$ cat src/rtl/vab_pkg.sv
// Shared types for the valid/a/b transmit sequencer.
package vab_pkg;
   typedef enum logic [2:0] {IDLE, VLD, APH, WAIT, BPH, GAP} vab_state_t;
   localparam int DLY_W = 4;
endpackage

$ cat src/rtl/vab_seq_driver_fifo.sv
// Pending-request queue: 1-bit wide sync FIFO holding the inject_err flag per request.
module vab_req_fifo #(
   parameter int DEPTH = 4
) (
   input  logic clk,
   input  logic rst_n,
   input  logic push,
   input  logic push_data,
   input  logic pop,
   output logic pop_data,
   output logic full,
   output logic empty
);
   localparam int AW = $clog2(DEPTH);

   logic [AW:0]      wr_ptr_q, wr_ptr_d;
   logic [AW:0]      rd_ptr_q, rd_ptr_d;
   logic [DEPTH-1:0] mem_q, mem_d;

   // Extra wrap bit distinguishes full from empty when the index bits match.
   assign empty    = (wr_ptr_q == rd_ptr_q);
   assign full     = (wr_ptr_q[AW] != rd_ptr_q[AW]) && (wr_ptr_q[AW-1:0] == rd_ptr_q[AW-1:0]);
   assign pop_data = mem_q[rd_ptr_q[AW-1:0]];

   always_comb begin
      wr_ptr_d = wr_ptr_q;
      rd_ptr_d = rd_ptr_q;
      mem_d    = mem_q;
      if (push && !full) begin
         mem_d[wr_ptr_q[AW-1:0]] = push_data;
         wr_ptr_d                = wr_ptr_q + (AW+1)'(1);
      end
      if (pop && !empty) begin
         rd_ptr_d = rd_ptr_q + (AW+1)'(1);
      end
   end

   always_ff @(posedge clk or negedge rst_n) begin
      if (!rst_n) begin
         wr_ptr_q <= '0;
         rd_ptr_q <= '0;
         mem_q    <= '0;
      end else begin
         wr_ptr_q <= wr_ptr_d;
         rd_ptr_q <= rd_ptr_d;
         mem_q    <= mem_d;
      end
   end
endmodule

$ cat src/rtl/vab_seq_driver.sv
// Transmit side of valid/a/b: queues requests and drives valid, a, then b A2B_DLY later.
//  state | meaning
//  IDLE  | queue empty, waiting for a request
//  VLD   | valid high, entry popped and err latched
//  APH   | a high
//  WAIT  | counting down the a-to-b delay
//  BPH   | b high (unless err), done pulse, count completed txn
//  GAP   | idle spacing before the next valid
module vab_seq_driver #(
   parameter int A2B_DLY = 3,
   parameter int GAP     = 0,
   parameter int DEPTH   = 4,
   parameter int CNT_W   = 8
) (
   input  logic             clk,
   input  logic             rst_n,
   input  logic             start,
   output logic             start_ready,
   input  logic             inject_err,
   output logic             valid,
   output logic             a,
   output logic             b,
   output logic             busy,
   output logic             done,
   output logic [CNT_W-1:0] txn_count
);
   import vab_pkg::*;

   // The GAP parameter shadows the enum literal of the same name.
   localparam vab_state_t ST_GAP = vab_pkg::GAP;

   vab_state_t       state_q, state_d;
   logic [DLY_W-1:0] cnt_q, cnt_d;
   logic             err_q, err_d;
   logic [CNT_W-1:0] count_q, count_d;
   logic             valid_q, a_q, b_q, busy_q, done_q;
   logic             q_full, q_empty, q_data, pop;

   assign start_ready = !q_full;

   vab_req_fifo #(.DEPTH(DEPTH)) u_fifo (
      .clk       (clk),
      .rst_n     (rst_n),
      .push      (start && !q_full),
      .push_data (inject_err),
      .pop       (pop),
      .pop_data  (q_data),
      .full      (q_full),
      .empty     (q_empty)
   );

   always_comb begin
      state_d = state_q;
      cnt_d   = cnt_q;
      err_d   = err_q;
      count_d = count_q;
      pop     = 1'b0;
      case (state_q)
         IDLE: begin
            if (!q_empty) begin
               state_d = VLD;
               pop     = 1'b1;
               err_d   = q_data;
            end
         end
         VLD:  state_d = APH;
         APH: begin
            if (A2B_DLY == 1) begin
               state_d = BPH;
            end else begin
               state_d = WAIT;
               cnt_d   = DLY_W'(A2B_DLY - 1);
            end
         end
         WAIT: begin
            cnt_d = cnt_q - DLY_W'(1);
            if (cnt_q == DLY_W'(1)) state_d = BPH;
         end
         BPH: begin
            if (GAP > 0) begin
               state_d = ST_GAP;
               cnt_d   = DLY_W'(GAP);
            end else if (!q_empty) begin
               state_d = VLD;
               pop     = 1'b1;
               err_d   = q_data;
            end else begin
               state_d = IDLE;
            end
         end
         ST_GAP: begin
            cnt_d = cnt_q - DLY_W'(1);
            if (cnt_q == DLY_W'(1)) begin
               if (!q_empty) begin
                  state_d = VLD;
                  pop     = 1'b1;
                  err_d   = q_data;
               end else begin
                  state_d = IDLE;
               end
            end
         end
         default: state_d = IDLE;
      endcase
      if (state_d == BPH) count_d = count_q + CNT_W'(1);
   end

   // Outputs are decoded from the next state so they line up with the state register.
   always_ff @(posedge clk or negedge rst_n) begin
      if (!rst_n) begin
         state_q <= IDLE;
         cnt_q   <= '0;
         err_q   <= 1'b0;
         count_q <= '0;
         valid_q <= 1'b0;
         a_q     <= 1'b0;
         b_q     <= 1'b0;
         busy_q  <= 1'b0;
         done_q  <= 1'b0;
      end else begin
         state_q <= state_d;
         cnt_q   <= cnt_d;
         err_q   <= err_d;
         count_q <= count_d;
         valid_q <= (state_d == VLD);
         a_q     <= (state_d == APH);
         b_q     <= (state_d == BPH) && !err_d;
         busy_q  <= (state_d != IDLE);
         done_q  <= (state_d == BPH);
      end
   end

   assign valid     = valid_q;
   assign a         = a_q;
   assign b         = b_q;
   assign busy      = busy_q;
   assign done      = done_q;
   assign txn_count = count_q;
endmodule

$ cat config.mk
export PLATFORM = sky130hd
export DESIGN_NAME = vab_seq_driver
export DESIGN_NICKNAME = d
export VERILOG_FILES = /design/src/rtl/vab_pkg.sv /design/src/rtl/vab_seq_driver_fifo.sv /design/src/rtl/vab_seq_driver.sv
export SDC_FILE = /design/constraint.sdc
export NUM_CORES = 1
export LEC_CHECK = 0
export CORE_MARGIN = 5
export CORE_UTILIZATION = 50
export CTS_BUF_LIST = sky130_fd_sc_hd__clkbuf_16
export DETAILED_ROUTE_END_ITERATION = 16
export HOLD_SLACK_MARGIN = 0.02
export MAX_ROUTING_LAYER = met4
export PLACE_DENSITY_LB_ADDON = 0.3
export SYNTH_ARGS = -nofsm -noshare
export SYNTH_HDL_FRONTEND = slang
export SYNTH_SLANG_ARGS = --single-unit
$ cat constraint.sdc
create_clock -name clk -period 1.85 [get_ports clk]
set_input_delay 0.555 -clock clk [delete_from_list [all_inputs] [get_ports clk]]
set_output_delay 0.555 -clock clk [all_outputs]
set_load 0.02 [all_outputs]
# Yosys cells after proc, flatten, opt, wreduce, memory -nomap -nowiden
# Cells that the tools add are included.
dict set report op_classes {
  addsub 4
  n_mul 0
  div 0
  reduce_logical 14
  n_lt_le_gt_ge 3
  mux 17
  n_bitwise 0
  n_eq_ne 12
  shifts 0
}
# cell n
set ops {}
lappend ops {{case mux 3 bit (6 select lines)} 1}
lappend ops {{== test 3 x 2 -> 1 bit, second input constant} 3}
lappend ops {{== test 3 bit, second input constant} 3}
lappend ops {{2-to-1 mux 3 bit} 3}
lappend ops {{adder 8 x 1 -> 8 bit, second input constant} 1}
lappend ops {{case mux 4 bit (2 select lines)} 1}
lappend ops {{2-to-1 mux 1 bit} 7}
lappend ops {{adder 3 x 1 -> 3 bit, second input constant} 2}
lappend ops {{== test 3 x 1 -> 1 bit, second input constant} 2}
lappend ops {{logical AND 1 bit} 6}
lappend ops {{< comparator 2 x 3 -> 1 bit, second input constant} 2}
lappend ops {{bitwise mux 4 bit} 1}
lappend ops {{== test 4 x 1 -> 1 bit, second input constant} 1}
lappend ops {{case mux 1 bit (2 select lines)} 2}
lappend ops {{OR reduction 2 bit} 2}
lappend ops {{subtractor 4 x 1 -> 4 bit, second input constant} 1}
lappend ops {{== test 3 bit} 1}
lappend ops {{zero test 1 bit} 3}
lappend ops {{zero test 3 bit} 1}
lappend ops {{nonzero test 3 bit} 1}
lappend ops {{binary-select mux 1 bit (select 2 bit)} 1}
lappend ops {{demux 1 bit (select 2 bit)} 1}
lappend ops {{== test 2 bit} 1}
lappend ops {{greater-or-equal comparator 2 x 1 -> 1 bit, second input constant} 1}
lappend ops {{other kinds (2)} 2}
dict set report totals {
  romBits 0
  n_memories 0
  regBits 31
  output_inout_bits 14
  mem_bits_rw 0
  latch_bits 0
  wordCells 62
}

# Logic depth before layout (Yosys ltp)
# Gate-level depths: netlist (run 1).
dict set report depth {
  ltp_word 7
  mapped_depth 7
  mapped_depth_nobuf 6
}

# Hierarchy
# From an unflattened synthesis (run 1), not the netlist that was laid out.
dict set report hier_totals {
  hier_cells 155
  area_unflattened_um2 1727.9
}
# mod instances cells_each area_each_um2
set by_module_without_submodules {}
lappend by_module_without_submodules {vab_seq_driver 1 100 1107.3}
lappend by_module_without_submodules {vab_req_fifo 1 55 620.6}

# Worst setup path before layout (run 1)
# Ideal clock, no wire load.
dict set report synth_path {
  path_type {flip-flop to flip-flop}
  from {reg cnt_q[1]}
  to {reg err_q}
  required_ns 1.725
  arrival_time_ns 1.751
  stages_incl_launch_ff 8
  slack_ns -0.026
  cell_sequence {dfrtp_1 inv_1 ha_1 nor3b_4 a21oi_2 or3b_1 buf_6 mux2_4}
}
dict set report synth_via {
  elab_chain_len 3
}
# item line
set synth_lines {}
lappend synth_lines {{start, declared} vab_seq_driver.sv:33} ;# logic [DLY_W-1:0] cnt_q, cnt_d;
lappend synth_lines {{start signal, assigned} vab_seq_driver.sv:122} ;# cnt_q <= cnt_d;
lappend synth_lines {{== test 4 x 1 -> 1 bit} vab_seq_driver.sv:93} ;# if (cnt_q == DLY_W'(1)) begin
lappend synth_lines {{2-to-1 mux 1 bit} vab_seq_driver.sv:93}
lappend synth_lines {{case mux 1 bit (2 select lines)} vab_seq_driver.sv:58} ;# case (state_q)
lappend synth_lines {{net err_d} vab_seq_driver.sv:34} ;# logic err_q, err_d;
lappend synth_lines {{end signal, assigned} vab_seq_driver.sv:123} ;# err_q <= err_d;
lappend synth_lines {{end, declared} vab_seq_driver.sv:34}
# The timed path passes the listed nets, and every way through them passes these cells.
# A chain may end at the register's enable or synchronous reset.

# Final worst setup path (run 1)
dict set report layout_path {
  from {reg count_q[6] (netlist: txn_count[6])}
  to {out txn_count[6]}
}
# item line
set layout_rtl {}
lappend layout_rtl {{start, declared} vab_seq_driver.sv:35} ;# logic [CNT_W-1:0] count_q, count_d;
lappend layout_rtl {{start signal, assigned} vab_seq_driver.sv:124} ;# count_q <= count_d;
lappend layout_rtl {{end, declared} vab_seq_driver.sv:25} ;# output logic [CNT_W-1:0] txn_count
# No word-level cell between the ends.

==> impl_results.md, run 1 <==
- Status: finished, final reports clean
- #FFs+latches synth: 31
- CP bufs+invs: 1
- DRT antenna net count: 0
- Post-Route WL: 3140 µm
- Seq/Total Area, Yosys: 0.484
- PortBufs: 17
- Reg area: 776 µm²
- TritonCTS clock tree: built
- Root Buffer: clkbuf_16
- CP max-delay cell: clkdlybuf4s50_1
- Crit share post-route: 0.978
- Number of buffers created by CTS: 5
- # nets final: 192
- Sink Count: 31
- Post-Synthesis Cells: 140
- Deepest clock path buffer count: 2
- Area of the multi-input gates: 778 µm²
- Fin worst setup slack: 0.0400 ns
- Main synth FF type: dfrtp_1
- Yosys cell types: 41
- Setup crit start kind: register
- CP max stage delay: 0.61 ns
- Fmax achieved: 552 MHz
- Most common cell in the netlist: dfrtp_1
- Yosys top cell area share: 0.484
- Final non-filler cell total: 224
- Syn avg cell area: 11.4 µm²
- Global-route wire length before repair: 5460 µm
- Static Leak: 0.000998 µW
- Hpwl dp: 2270 µm
- Worst skew pair latency: 0.27 ns
- Dominant cell type by area after synthesis: dfrtp_1
- Routability cong.: 0.810
- Share of cells above drive strength 1: 0.267
- Synth top cells by count: 31 x dfrtp_1, 11 x xnor2_1, 9 x nand2_1, 8 x a21oi_1, 8 x ha_1
- Inst Count DP: 215
- Post-synthesis net count: 152
- Max-Cap Viols: 0
- Data required, critical path: 1.29 ns
- # IOs: 18
- Crit-path cells: clkdlybuf4s50_1
- Placed instance area: 1930 µm²
- Initial antenna violation count: 0
- RSZ-0062 raised after global routing: no
- Die X: 66.6 µm
- Area Overhead vs Synth: 32.2%
- DR iter-0 viols: 65
- Routed vias: 1,190
- Final Slew Violations: 0
- WL/cell: 14.0 µm
- EDFF count, synth: 0
- Clk_skew: 0.00692 ns
- Full die area: 4440 µm²
- Fin crit period: 1.81 ns
- Vias per cell: 5.31
- Initial core utilization: 0.525
- DRC violations left: 0
- Chip height: 66.6 µm
- Setup Viol. Count Final: 0
- Min-Delay Path Class: register to register
- Antenna cell count: 0
- Largest net degree at the start of global routing: 32
- Hold Vio Cnt, Final: 0
- Asr flop ratio synth: 1.00
- Total power: 3660 µW
- H-tree levels: 2
- Setup slack, reg-to-reg: 0.07 ns
- Fill count: 244
- GRT Residual Overflow: 0
- Core region area: 3050 µm²
- CP Capture Type: primary output
- Setup CP Type: register to primary output
- Worst-path fanout max: 3
- Arr. time, crit path: 1.26 ns
- Cts-stage hold buffer count: 0
- Worst-margin pin slew: 0.389 ns
- Total iterations of the first detailed-routing run: 4
- Setup TNS: 0 ns
- Slew HR: 0.741
- Dpl ws: -0.0402 ns
- Pwr/cell area: 1730 nW/µm²
- Synth top area cells: dfrtp_1 48%, ha_1 6.2%, xnor2_1 6.0%, a21oi_1 2.5%, xor2_1 2.2%
- Final Cell Area: 2120 µm²
- Number of global-route vias before repair: 1,180
- Synth warnings: 0
- Site row count: 20
- Critical path's top delay family: buffers and inverters
- CTS clock-pin slew for the worst setup and hold paths: 0.05 ns
- Total GRT Usage: 0.171
- Maximum vdd drop: 889 µV
- Syn Std Cell Area: 1600 µm²
-- cell usage in the layout (no fill, tap or decap), types with 3 or more instances in the layout --
| cell | count |
|---|---|
| dfrtp_1 | 31 |
| buf_4 | 22 |
| clkdlybuf4s50_1 | 11 |
| xnor2_1 | 9 |
| nand2_1 | 9 |
| a21oi_1 | 8 |
| ha_1 | 7 |
| inv_1 | 6 |
| clkbuf_16 | 5 |
| o21ai_0 | 4 |
| nand3_1 | 4 |
| nand4_1 | 4 |
| nand2b_1 | 3 |
| and2_1 | 3 |
| xor2_1 | 3 |
| mux2_2 | 3 |
| dlygate4sd2_1 | 3 |
-- sequential cells by signal, summed over array words and instances, names as in the netlist --
| register | cells |
|---|---|
| cnt_q | 4 |
| a | 1 |
| txn_count | 8 |
| u_fifo.mem_q | 4 |
| valid | 1 |
| state_q | 3 |
| err_q | 1 |
| u_fifo.wr_ptr_q | 3 |
| done | 1 |
| u_fifo.rd_ptr_q | 3 |
| busy | 1 |
| b | 1 |
-- final timing paths --
kind,start,end,cells past startpoint
max reg2reg,cnt_q[1],err_q,6
max in group asynchronous,rst_n,cnt_q[0],2
max,txn_count[6],txn_count[6],1
min reg2reg,err_q,b,1
min,err_q,b,1
min in group asynchronous,rst_n,txn_count[6],2
-- per-stage QoR --
| stage | hold slack [ns] | utilization |
|---|---|---|
| after floorplan | 0.259 | - |
| after global placement | 0.429 | 0.633 |
| after detailed placement | 0.447 | 0.633 |
| after CTS | 0.453 | 0.681 |
| after global routing | 0.465 | 0.694 |
| final | 0.447 | 0.694 |
-- metal layers --
layer	up-vias	global-route usage	part of all wire
met3	8	0.0523	0.052
li1	568	-	-
met1	582	0.196	0.43
met4	0	0.0761	0.021
met2	32	0.276	0.49
met5	-	-	0
-- report_power, final --
| part | internal [µW] | leakage (µW) | switching [µW] |
|---|---|---|---|
| Clock | 481 | 0.0000671 | 261 |
| Combinational | 908 | 0.000546 | 851 |
| Sequential | 939 | 0.000385 | 224 |
| Total | 2330 | 0.000998 | 1340 |
-- area by class of cell --
type | count | area share
Sequential cell | 31 | 0.366
Clock buffer | 5 | 0.0590
Inverter | 9 | 0.0159
Clock inverter | 2 | 0.00413
Tap cell | 44 | 0.0260
Timing Repair Buffer | 40 | 0.162
Multi-Input combinational cell | 93 | 0.367
-- kinds of logic after synthesis --
kind of cell,count (synthesis),synth area share
simple gates,38,0.151
flops,31,0.484
compound gates,22,0.0867
buf+inv,16,0.0539
xor+xnor,15,0.0820
mux,10,0.0804
fa+ha+maj,8,0.0625
-- what timing repair did --
| item | CTS | global route |
|---|---|---|
| pin swaps | 1 | 2 |
| endpoints found under the setup margin | 4 | 10 |
| endpoints found under the hold margin | 0 | 0 |
| setup buffers | 0 | 2 |
| gates cloned | 0 | 0 |
| resized for setup | 7 | 9 |
Note: power is estimated with default switching activity, not from simulation.
==> run 2: changes to the inputs <==
--- a/config.mk
+++ b/config.mk
@@ -5,7 +5,6 @@
 export SDC_FILE = /design/constraint.sdc
 export NUM_CORES = 1
 export LEC_CHECK = 0
-export CORE_MARGIN = 5
 export CORE_UTILIZATION = 50
 export CTS_BUF_LIST = sky130_fd_sc_hd__clkbuf_16
 export DETAILED_ROUTE_END_ITERATION = 16
==> constraint.sdc (replaced) <==
create_clock -name clk -period 1.85 [get_ports clk]
set_input_delay 0.555 -clock clk [delete_from_list [all_inputs] [get_ports clk]]
set_output_delay 0.555 -clock clk [all_outputs]
set_load 0.1 [all_outputs]
==> run 2 against run 1 <==
Compared with the run above: first-iteration DRC count fell by 38%; die area down 23%; utilization is 5.5 points higher; non-clock buffer count fell by 2; cell area grew 8.0%; clock-buffer cell count is the same; routed wire length is 4.2% lower; flip-flop and latch count stayed put; power increased by 24%; clock skew fell by 0.0044 ns; combinational power is 43% higher; register-to-register slack worse by 0.04 ns; critical path type unchanged; largest cell class unchanged; largest power group unchanged.
==> impl_results.md, run 2 (synthesis gave the netlist of run 1 again) <==
- FF-to-FF path depth: 6 (unchanged)
- Crit share post-route: 0.986 (+0.00754)
- WHS Path Cells: 1 (unchanged)
- Metal2 WL: 1470 µm (-5.7%)
- Inst Count DP: 210 (-2.3%)
- Static Leak: 0.00102 µW (+1.9%)
- DRC violations left: 0 (unchanged)
- Chip height: 58.6 µm (-12%)
- Reg area: 778 µm² (+0.32%)
- Arr. time, crit path: 1.27 ns (about the same)
- Routed vias: 1,178 (-1.0%)
- Total iterations of the first detailed-routing run: 4 (unchanged)
- WL/cell: 13.5 µm (-3.8%)
- Die X: 58.6 µm (-12%)
- Share of cells above drive strength 1: 0.341 (+0.0741)
- Total GRT Usage: 0.219 (+0.0475)
- CTS clock-pin slew for the worst setup and hold paths: 0.05 ns (about the same)
- Area of the multi-input gates: 813 µm² (+4.5%)
- Antenna cell count: 0 (unchanged)
- # nets final: 190 (-1.0%)
- Max-Cap Viols: 0 (unchanged)
- Number of global-route vias before repair: 1,119 (-5.2%)
- Worst skew pair latency: 0.28 ns (about the same)
- Core region area: 3050 µm² (unchanged)
- Hold Vio Cnt, Final: 0 (unchanged)
- Routability cong.: 0.807 (-0.32%)
- Setup Viol. Count Final: 0 (unchanged)
- Initial core utilization: 0.525 (unchanged)
- Data required, critical path: 1.29 ns (about the same)
- Area Overhead vs Synth: 42.8%
- Routed met3 length: 159 µm (-1.9%)
- R2r endpoint: u_fifo.rd_ptr_q[1]
- Clk_skew: 0.00255 ns (-0.00436 ns)
- Setup TNS: 0 ns (unchanged)
- Worst-margin pin slew: 0.374 ns (-0.0146 ns)
- Final Slew Violations: 0 (unchanged)
- Worst Hold Endpoint: b
- Initial antenna violation count: 0 (unchanged)
- Min-delay src: err_q
- Post-Route WL: 3010 µm (-4.2%)
- Commonest non-fill, non-tap cell in the layout: dfrtp_1
- H-tree levels: 2 (unchanged)
- Setup CP Type: register to primary output
- GRT Residual Overflow: 0 (unchanged)
- Fmax achieved: 548 MHz (-0.76%)
- Hpwl dp: 2060 µm (-9.1%)
- Met1 wire length: 1300 µm (-4.4%)
- Worst-path fanout max: 2 (-1)
- Sink Count: 31 (unchanged)
- Max FFs per register: 8 (unchanged)
- DRT antenna net count: 0 (unchanged)
- Most frequent cells in the layout: 29 x dfrtp_1, 20 x buf_4, 14 x buf_12
- Global-route wire length before repair: 5090 µm (-6.8%)
- Largest net degree at the start of global routing: 32 (unchanged)
- Site row count: 20 (unchanged)
- Maximum vdd drop: 1330 µV (+50%)
- Setup crit start kind: register
- Vias per cell: 5.28 (-0.56%)
- Critical R2R Launch: cnt_q[1]
- Setup slack, reg-to-reg: 0.03 ns (-0.04 ns)
- Status: finished, final reports clean
- Final non-filler cell total: 223 (-0.45%)
- Min-Delay Path Class: register to register
- Deepest clock path buffer count: 2 (unchanged)
- PortBufs: 17 (unchanged)
- Slew HR: 0.750 (+0.00975)
- Top routing layer used: met4
- Root Buffer: clkbuf_16
- # IOs: 18 (unchanged)
- RSZ-0062 raised after global routing: yes
- Full die area: 3440 µm² (-23%)
- Pwr/cell area: 1990 nW/µm² (+15%)
- TritonCTS clock tree: built
- Fill count: 213 (-13%)
- Number of buffers created by CTS: 5 (unchanged)
- DR iter-0 viols: 40 (-38%)
- Fin crit period: 1.82 ns (+0.0139 ns)
- CP Capture Type: primary output
-- run 2: cell type report --
type / instances / area share
Tap cell: 44 / 0.0241
Inverter: 9 / 0.0148
Sequential cell: 31 / 0.340
Clock buffer: 5 / 0.0547
Multi-Input combinational cell: 93 / 0.355
Clock inverter: 3 / 0.00492
Timing Repair Buffer: 38 / 0.206
-- run 2: metal layers --
layer | vias up | GRT usage
met5 | - | -
met3 | 6 | 0.0945
met2 | 27 | 0.325
li1 | 566 | -
met4 | 0 | 0.133
met1 | 579 | 0.243
-- run 2: through the flow --
step / utilization / area, µm² / hold slack, ns / setup slack [ns] / power [µW]
global placement: 0.668 / 2040 / 0.422 / 0.0213 / 3420
CTS: 0.719 / 2190 / 0.438 / -0.0208 / 4330
finish: 0.750 / 2290 / 0.438 / 0.0260 / 4550
global route: 0.750 / 2290 / 0.458 / -0.0353 / 4800
floorplan: - / 1610 / 0.259 / -0.0178 / 2710
detailed placement: 0.668 / 2040 / 0.430 / -0.0108 / 3510
-- run 2: what timing repair did --
item                                    CTS  global route
hold buffers                              0             0
gates resized for setup                   3            10
setup buffers                             0             5
pin swaps                                 2             5
endpoints found under the setup margin    3             7
-- run 2: worst max-delay path by stage --
| stage | slack [ns] | cells past startpoint | startpoint | endpoint |
|---|---|---|---|---|
| after floorplan | -0.02 | 7 | cnt_q[1] | err_q |
| after global placement | 0.02 | 6 | cnt_q[1] | u_fifo.rd_ptr_q[1] |
| after detailed placement | -0.01 | 6 | cnt_q[1] | u_fifo.rd_ptr_q[1] |
| after CTS | -0.02 | 3 | u_fifo.wr_ptr_q[1] | start_ready |
| after global routing | -0.04 | 4 | u_fifo.rd_ptr_q[2] | start_ready |
| final | 0.03 | 4 | u_fifo.rd_ptr_q[2] | start_ready |
-- run 2: worst max-delay path, cell delays in order, from the launching register on --
cell and delay [ns]:
dfrtp_1 0.42, xor2_2 0.19, buf_4 0.15, nand3_4 0.06, buf_12 0.17
-- run 2: where the power goes --
group	leakage, µW	switching [µW]	internal, µW
registers	0.000383	346	943
clock network	0.0000701	266	481
logic	0.000565	1350	1160
total	0.00102	1960	2580
